## src/rtl/key_conditioner.sv

```systemverilog
// Purpose: synchronise and debounce the power and five function buttons; derive the
//          power state and stretch accepted key presses for the slow mode FSM.
// Latency: key -> inN after DEBOUNCE_CYCLES+3 clk; inN held exactly HOLD_CYCLES clk.
// Backpressure: none; new key edges are dropped while a key is held or still pressed.
//
// Ports:
//   clk, rst           - single clock, asynchronous active-high reset
//   btn_power          - raw power button (active-high, asynchronous)
//   btn_fn[4:0]        - raw function buttons: [4] menu, [3] level 1, [2] level 2,
//                        [1] hurricane, [0] self-clean
//   enable             - power state level
//   in1..in5           - held key levels for btn_fn[4]..btn_fn[0], at most one high
//   hold_on_now_state  - a function button is pressed but no inN is high
//
// Build option KEYPAD_LONG_POWER_EN: when defined, enable toggles only after the
// debounced power button has been held for LONG_PRESS_CYCLES; when undefined,
// enable toggles on every debounced power press and LONG_PRESS_CYCLES is unused.
module key_conditioner #(
  parameter int DEBOUNCE_CYCLES   = 2_000_000,
  parameter int LONG_PRESS_CYCLES = 300_000_000,
  parameter int HOLD_CYCLES       = 100_000_000
) (
  input  logic       clk,
  input  logic       rst,
  input  logic       btn_power,
  input  logic [4:0] btn_fn,
  output logic       enable,
  output logic       in1,
  output logic       in2,
  output logic       in3,
  output logic       in4,
  output logic       in5,
  output logic       hold_on_now_state
);

  localparam int MAX_DH = (DEBOUNCE_CYCLES > HOLD_CYCLES) ? DEBOUNCE_CYCLES : HOLD_CYCLES;
  localparam int MAX_P  = (MAX_DH > LONG_PRESS_CYCLES) ? MAX_DH : LONG_PRESS_CYCLES;
  localparam int CW     = $clog2(MAX_P) + 1;

  typedef enum logic [1:0] {K_IDLE, K_HOLD, K_WAIT} key_state_t;

  // Bit 5 is the power button, bits 4:0 the function buttons.
  logic [5:0]    sync_a, sync_b;
  logic [5:0]    db, db_q;
  logic [CW-1:0] db_cnt [6];
  logic [5:0]    rise;

  key_state_t    state;
  logic [CW-1:0] hold_cnt;
  logic [4:0]    keys;      // keys[4] drives in1 ... keys[0] drives in5
  logic [4:0]    pick;
  logic          key_busy_nxt;

  // Two-flop synchroniser for all six raw inputs.
  always_ff @(posedge clk or posedge rst) begin
    if (rst) begin
      sync_a <= '0;
      sync_b <= '0;
    end else begin
      sync_a <= {btn_power, btn_fn};
      sync_b <= sync_a;
    end
  end

  // Per-input debounce: the level flips after DEBOUNCE_CYCLES consecutive
  // samples that disagree with it; any agreeing sample restarts the count.
  always_ff @(posedge clk or posedge rst) begin
    if (rst) begin
      db   <= '0;
      db_q <= '0;
      for (int i = 0; i < 6; i++) db_cnt[i] <= '0;
    end else begin
      db_q <= db;
      for (int i = 0; i < 6; i++) begin
        if (sync_b[i] == db[i]) begin
          db_cnt[i] <= '0;
        end else if (db_cnt[i] == CW'(DEBOUNCE_CYCLES - 1)) begin
          db[i]     <= ~db[i];
          db_cnt[i] <= '0;
        end else begin
          db_cnt[i] <= db_cnt[i] + 1'b1;
        end
      end
    end
  end

  assign rise = db & ~db_q;

`ifdef KEYPAD_LONG_POWER_EN
  // pw_cnt counts cycles of continuous debounced press and saturates one past
  // LONG_PRESS_CYCLES, so a long hold toggles exactly once until released.
  logic [CW-1:0] pw_cnt;

  always_ff @(posedge clk or posedge rst) begin
    if (rst) begin
      pw_cnt <= '0;
      enable <= 1'b0;
    end else if (!db[5]) begin
      pw_cnt <= '0;
    end else if (pw_cnt <= CW'(LONG_PRESS_CYCLES)) begin
      pw_cnt <= pw_cnt + 1'b1;
      if (pw_cnt == CW'(LONG_PRESS_CYCLES)) enable <= ~enable;
    end
  end
`else
  always_ff @(posedge clk or posedge rst) begin
    if (rst) begin
      enable <= 1'b0;
    end else if (rise[5]) begin
      enable <= ~enable;
    end
  end
`endif

  // Highest-numbered bit wins: btn_fn[4] (in1) has the top priority.
  always_comb begin
    pick = '0;
    for (int i = 0; i < 5; i++) begin
      if (rise[i]) begin
        pick    = '0;
        pick[i] = 1'b1;
      end
    end
  end

  // True when some inN will be high after this edge; lets the freeze flag
  // stay low on the very edge a key is accepted.
  assign key_busy_nxt = enable && (((state == K_IDLE) && (|rise[4:0])) ||
                                   ((state == K_HOLD) && (hold_cnt != '0)));

  always_ff @(posedge clk or posedge rst) begin
    if (rst) begin
      state             <= K_IDLE;
      keys              <= '0;
      hold_cnt          <= '0;
      hold_on_now_state <= 1'b0;
    end else begin
      hold_on_now_state <= (|db[4:0]) && !key_busy_nxt;
      case (state)
        K_IDLE: begin
          if (enable && (|rise[4:0])) begin
            keys     <= pick;
            hold_cnt <= CW'(HOLD_CYCLES - 1);
            state    <= K_HOLD;
          end
        end
        K_HOLD: begin
          if (!enable || (hold_cnt == '0)) begin
            keys  <= '0;
            state <= K_WAIT;
          end else begin
            hold_cnt <= hold_cnt - 1'b1;
          end
        end
        K_WAIT: begin
          // A key still held after its pulse must be released before re-arming.
          if (db[4:0] == '0) state <= K_IDLE;
        end
        default: begin
          keys  <= '0;
          state <= K_IDLE;
        end
      endcase
    end
  end

  assign in1 = keys[4];
  assign in2 = keys[3];
  assign in3 = keys[2];
  assign in4 = keys[1];
  assign in5 = keys[0];

endmodule

```

## config.mk

```make
export PLATFORM = sky130hd
export DESIGN_NAME = key_conditioner
export DESIGN_NICKNAME = d
export VERILOG_FILES = /design/src/rtl/key_conditioner.sv
export SDC_FILE = /design/constraint.sdc
export NUM_CORES = 1
export LEC_CHECK = 0
export CORE_MARGIN = 4
export CORE_UTILIZATION = 49
export DETAILED_ROUTE_END_ITERATION = 10
export GPL_TIMING_DRIVEN = 0
export PLACE_DENSITY = 0.71
export SYNTH_ARGS = -nofsm -noshare
export SYNTH_HDL_FRONTEND = slang
export SYNTH_SLANG_ARGS = --single-unit
```

## constraint.sdc

```tcl
create_clock -name clk -period 21.2 [get_ports clk]
set_input_delay 2.12 -clock clk [delete_from_list [all_inputs] [get_ports clk]]
set_output_delay 2.12 -clock clk [all_outputs]
set_load 0.01 [all_outputs]
```

==> results of run 1 <==
-- cell usage after synthesis, drive strengths merged, types with 2 or more instances --
cell type / number
or2: 10
nor3: 33
ha: 7
buf: 28
or4: 7
dfrtp: 243
xnor2: 70
a21oi: 14
o21ai: 17
or3: 14
nand4: 35
nor2: 215
a21o: 2
o31ai: 7
xor2: 115
nand2: 87
nand2b: 6
clkbuf: 7
inv: 24
nor2b: 6
mux2: 5
a31o: 2
and3: 40
o31a: 2
and4: 19
nand3: 92
nor4: 30
nor4bb: 2
nor4b: 11
a211oi: 2
-- how the worst min path moves through the flow --
stage / cells past startpoint / slack (ns) / to / from
floorplan: 0 / 0.33 / sync_b[0] / sync_a[0]
global placement: 0 / 0.33 / sync_b[3] / sync_a[3]
detailed placement: 0 / 0.34 / sync_b[4] / sync_a[4]
CTS: 0 / 0.35 / sync_b[4] / sync_a[4]
global route: 0 / 0.36 / sync_b[3] / sync_a[3]
finish: 0 / 0.35 / sync_b[3] / sync_a[3]
-- state kept, by name (all words and copies together) (netlist names) --
name and count:
sync_b 6, hold_cnt 30, hold_on_now_state 1, enable 1
db 6, db_q 6, state 2, keys 5
sync_a 6, db_cnt 180
-- routing by layer --
layer / GRT usage / part of all wire / wire length [µm]
met4: 0.0411 / 0.019 / 403
met5: 0 / 0 / 0
met3: 0.0238 / 0.029 / 630
met1: 0.241 / 0.50 / 10600
met2: 0.270 / 0.46 / 9780
-- area by class of cell --
type,count,area [µm²],area share
clock inverter,8,140,0.0106
multi-input combinational,865,5300,0.403
timing repair buffer,15,168,0.0127
tap,319,399,0.0303
clock buffer,39,771,0.0586
sequential,243,6080,0.462
inverter,24,97.6,0.00741
buffer,35,203,0.0154
-- power by group through the flow --
stage | clock network (mW) | logic [mW] | registers [mW]
2_1_floorplan | 0 | 0.0174 | 0.479
3_3_place_gp | 0 | 0.0239 | 0.480
3_5_place_dp | 0 | 0.0251 | 0.480
4_1_cts | 0.492 | 0.0252 | 0.472
5_1_grt | 0.512 | 0.0284 | 0.472
6_report | 0.477 | 0.0240 | 0.472
-- cell families (layout without fill, tap and decap cells) --
logic type / count (synthesis) / in the layout
simple gates: 613 / 613
flops: 243 / 243
xor+xnor: 185 / 185
buf+inv: 59 / 121
compound gates: 54 / 54
fa+ha+maj: 7 / 7
mux: 6 / 6
-- stage by stage --
stage               area [µm²]  instances   util  hold slack [ns]  worst slack [ns]
floorplan                11700       1167      -            0.331             12.41
global placement         12200       1500  0.520            0.333              9.34
detailed placement       12300       1501  0.522            0.338             17.34
CTS                      13200       1548  0.561            0.352             17.50
global route             13200       1548  0.561            0.360             17.46
finish                   13200       1548  0.561            0.347             17.52
==> flow_summary.toml, run 1 <==
[cells_and_area]
nFillCells = 2046
area_growth_syn_to_layout_pct = 12.7
final_nets = 1226
n_antenna_cell = 0
final_common_cell = "dfrtp_1"
drive_gt1_frac = 0.0887
mostFrequentLayoutCells = "dfrtp_1, nor2_1, xor2_1"

[synthesis]
synth.area.top_cells = "dfrtp_1, xor2_1, nor2_1"
yosysTopAreaCell = "dfrtp_1"
ys_seq_elements = 243
yosysTopAreaCellShare = 0.521
synth_cell_type_count = 60
muxShareOfSynthArea = 0.00568
synth_area_per_cell_um2 = 10.0
synth_xor_area_frac = 0.139
async_flop_share = 1.00
synth_compound_area_frac = 0.0301
synth_top_family_by_area = "simple AND/OR/NAND/NOR gates"
netlist_instances = 1167
syn_nets = 1182
ys_seq_area_frac = 0.521
synth_edf_count = 0
yosysWarnings = 0
synth_simple_gate_area_frac = 0.272
syn-cell-area_mm2 = 0.0117
synth-main-ff-cell = "dfrtp_1"
synth_fa_ha_area_frac = 0.00750

[critical_path]
critical_path.startpoint = "enable"
cp_slowest_cell = "clkdlybuf4s50_1"
path_max_fanout = 6
end_kind = "output pin"
critPathArrivalTime_ns = 1.56
crit_path_max_incr_delay_ns = 0.58
crit_path_start_kind = "flip-flop"
path_depth = 1
r2r-start = "hold_cnt[0]"
r2r_end = "keys[1]"
crit_chain = "clkdlybuf4s50_1"
rrSetupSlack_ns = 18.91
endpoint = "enable"
crit_family = "buffers and inverters"
critPathBufInv = 1
r2r_cells = 8
required_ns = 19.08
worstSetupPathType = "flip-flop to output pin"

[detailed_routing]
remaining_drc_errors = 0
wire_per_inst_um = 13.8
viasPerCell = 5.26
via_count = 8139
routed_wl_um = 21400
antenna_left = 0
drt_iter0_markers = 501
drt-pass1-iter-count = 4

[job]
maxCapViolations = 0

[die]
die_y_um = 162
coreArea_mm2 = 0.0235
num_rows = 56
dieArea_mm2 = 0.0264
io_pins = 15
die_w_um = 162
start_util = 0.497

[pwr]
ir_worst_vdd_uv = 49.4
power_frac_comb = 0.025
p_switching_uw = 199
p_per_area_mw_per_mm2 = 73.9
seqPwrFrac = 0.485
leakagePower_nw = 5.92
swShare = 0.205
p_int_uw = 773
pwr-share-clk = 0.490
fin_total_pwr_uw = 972

[timing]
setup_viol = 0
slew_headroom = 0.451
hold_viol = 0
fin_tns_setup_ns = 0
fin_crit_ns = 3.68
finalClockSkew_ns = 0.00733
rsz0062_at_grt = "false"
drv_slew = 0
worst_slew_pin_slew_ns = 0.817
max_freq_mhz = 272
post-route-period-util = 0.174

[grt]
grt_max_degree = 129
grt_pass1_vias = 8082
grt_pass1_wl_um = 38200
grt_overflow = 0
grt_use_total = 0.167
antenna_found_initial = 0

[placed_design]
place_hpwl_um = 14100
port_buffers = 14
gp_congestion = 0.785

[worst_hold_path]
hp-class = "flip-flop to flip-flop"

[clocking]
clkTransAtPathRegs_ns = 0.06
cts_buffers = 27
cts.sinks = 243
cts_tree = "built"
cts-resized-gates = 0
hold_buffers = 0
cts_buffer_depth = 3
cts_max_level = 1
clk_latency_ns = 0.52
cts_setup_buffers = 0
root_buffer = "clkbuf_16"

[run_status]
status = "completed"
No activity file was read; power rests on OpenSTA's default activity.
==> inputs of run 2 (changes only) <==
==> constraint.sdc (replaced) <==
create_clock -name clk -period 3.8 [get_ports clk]
set_input_delay 0.38 -clock clk [delete_from_list [all_inputs] [get_ports clk]]
set_output_delay 0.38 -clock clk [all_outputs]
set_load 0.01 [all_outputs]
==> flow_summary.toml, run 2 (same netlist as run 1, synthesis figures left out) <==
[clocking]
cts_max_level = 1
cts_setup_buffers = 0
cts_tree = "built"
clkTransAtPathRegs_ns = 0.07
cts_buffer_depth = 3
root_buffer = "clkbuf_16"
hold_buffers = 0
clk_latency_ns = 0.53
cts_buffers = 26
cts.sinks = 243
cts-resized-gates = 0

[timing]
finalClockSkew_ns = 0.0285
fin_tns_setup_ns = 0
drv_slew = 0
max_freq_mhz = 428
fin_crit_ns = 2.34
worst_slew_pin_slew_ns = 0.865
hold_viol = 0
slew_headroom = 0.419
post-route-period-util = 0.615
setup_viol = 0
rsz0062_at_grt = "false"

[die]
die_y_um = 162
io_pins = 15
start_util = 0.497
die_w_um = 162
dieArea_mm2 = 0.0264
coreArea_mm2 = 0.0235
num_rows = 56

[cells_and_area]
area_growth_syn_to_layout_pct = 13.4
drive_gt1_frac = 0.0932
top_regs = "db_cnt (180), hold_cnt (30)"
final_nets = 1230
n_antenna_cell = 0
regMostFlops = "db_cnt"
mostFrequentLayoutCells = "dfrtp_1, nor2_1, xor2_1"
nFillCells = 2023
largest_reg_flops = 180
final_common_cell = "dfrtp_1"

[critical_path]
crit_family = "simple AND/OR/NAND/NOR gates"
cp_slowest_cell = "nor4_2"
crit_path_start_kind = "flip-flop"
crit_chain = "ha_1 > nand4_1 > nor4_2 > nand4_1 > xor2_1 > nor2_1"
worstSetupPathType = "flip-flop to flip-flop"
end_kind = "flip-flop"
critPathBufInv = 0
path_max_fanout = 8
crit_path_max_incr_delay_ns = 0.85
required_ns = 4.20
critPathMostFrequentCell = "nand4_1"
critPathArrivalTime_ns = 2.74
rrSetupSlack_ns = 1.46

[grt]
grt_pass1_vias = 8229
grt_overflow = 0
grt_pass1_wl_um = 39100
grt_max_degree = 43
grt_use_total = 0.172
antenna_found_initial = 0

[detailed_routing]
drt-pass1-iter-count = 5
wire_per_inst_um = 14.1
via_count = 8249
remaining_drc_errors = 0
antenna_left = 0
routed_wl_um = 21900
drt_iter0_markers = 587
viasPerCell = 5.31

[worst_hold_path]
hp-class = "input port to flip-flop"

[pwr]
ir_worst_vdd_uv = 279
leakagePower_nw = 5.95
fin_total_pwr_mw = 5.40
p_per_area_mw_per_mm2 = 408

[placed_design]
place_hpwl_um = 14700
gp_congestion = 0.782
port_buffers = 14

[job]
maxCapViolations = 0

[run_status]
status = "completed"
[run 2: changes by cell type in the layout (fill, tap and decap cells not counted)]
cell and delta:
buf_12 +6, clkinv_4 +3, clkinv_2 -2, clkinvlp_4 +2, buf_16 -1, bufinv_16 -1, clkbuf_1 -1, inv_8 -1
[run 2: final timing paths]
kind                            start           to  cells past startpoint
hold reg to reg             sync_a[3]    sync_b[3]                      0
setup / recovery           db_cnt[60]   db_cnt[80]                      6
hold / removal              btn_fn[1]    sync_a[1]                      1
setup reg to reg           db_cnt[60]   db_cnt[80]                      6
max in group asynchronous         rst   db_cnt[53]                      5
min in group asynchronous         rst  db_cnt[153]                      2
[run 2: where the power goes]
part / switching (mW) / internal [mW] / total [mW]
clock: 1.01 / 1.60 / 2.62
sequential: 0.0217 / 2.61 / 2.63
combinational: 0.0993 / 0.0472 / 0.146
[run 2: layout make-up]
cell class	instances	area [µm²]	area share
flip-flops and latches	243	6080	0.459
plain buffers	35	203	0.0153
well taps	319	399	0.0301
repair buffers	20	260	0.0197
clock inverters	9	134	0.0101
clock buffers	38	767	0.0579
multi-input cells	865	5300	0.401
inverters	24	93.8	0.00709
[run 2: per-layer routing]
| metal | vias to the layer above | track usage | wire [µm] |
|---|---|---|---|
| li1 | 4103 | - | - |
| met1 | 4027 | 0.249 | 10600 |
| met2 | 88 | 0.279 | 10200 |
| met3 | 31 | 0.0228 | 535 |
| met4 | 0 | 0.0400 | 498 |
| met5 | - | 0 | 0 |
[run 2: metrics by stage]
stage	hold WS (ns)	area [µm²]	instances	worst slack, ns	util
detailed placement	0.337	12300	1506	1.49	0.526
global placement	0.333	12200	1500	-1.58	0.521
global route	0.289	13200	1553	1.16	0.564
finish	0.292	13200	1553	1.46	0.564
floorplan	0.331	11700	1167	0.230	-
CTS	0.271	13200	1553	1.45	0.564
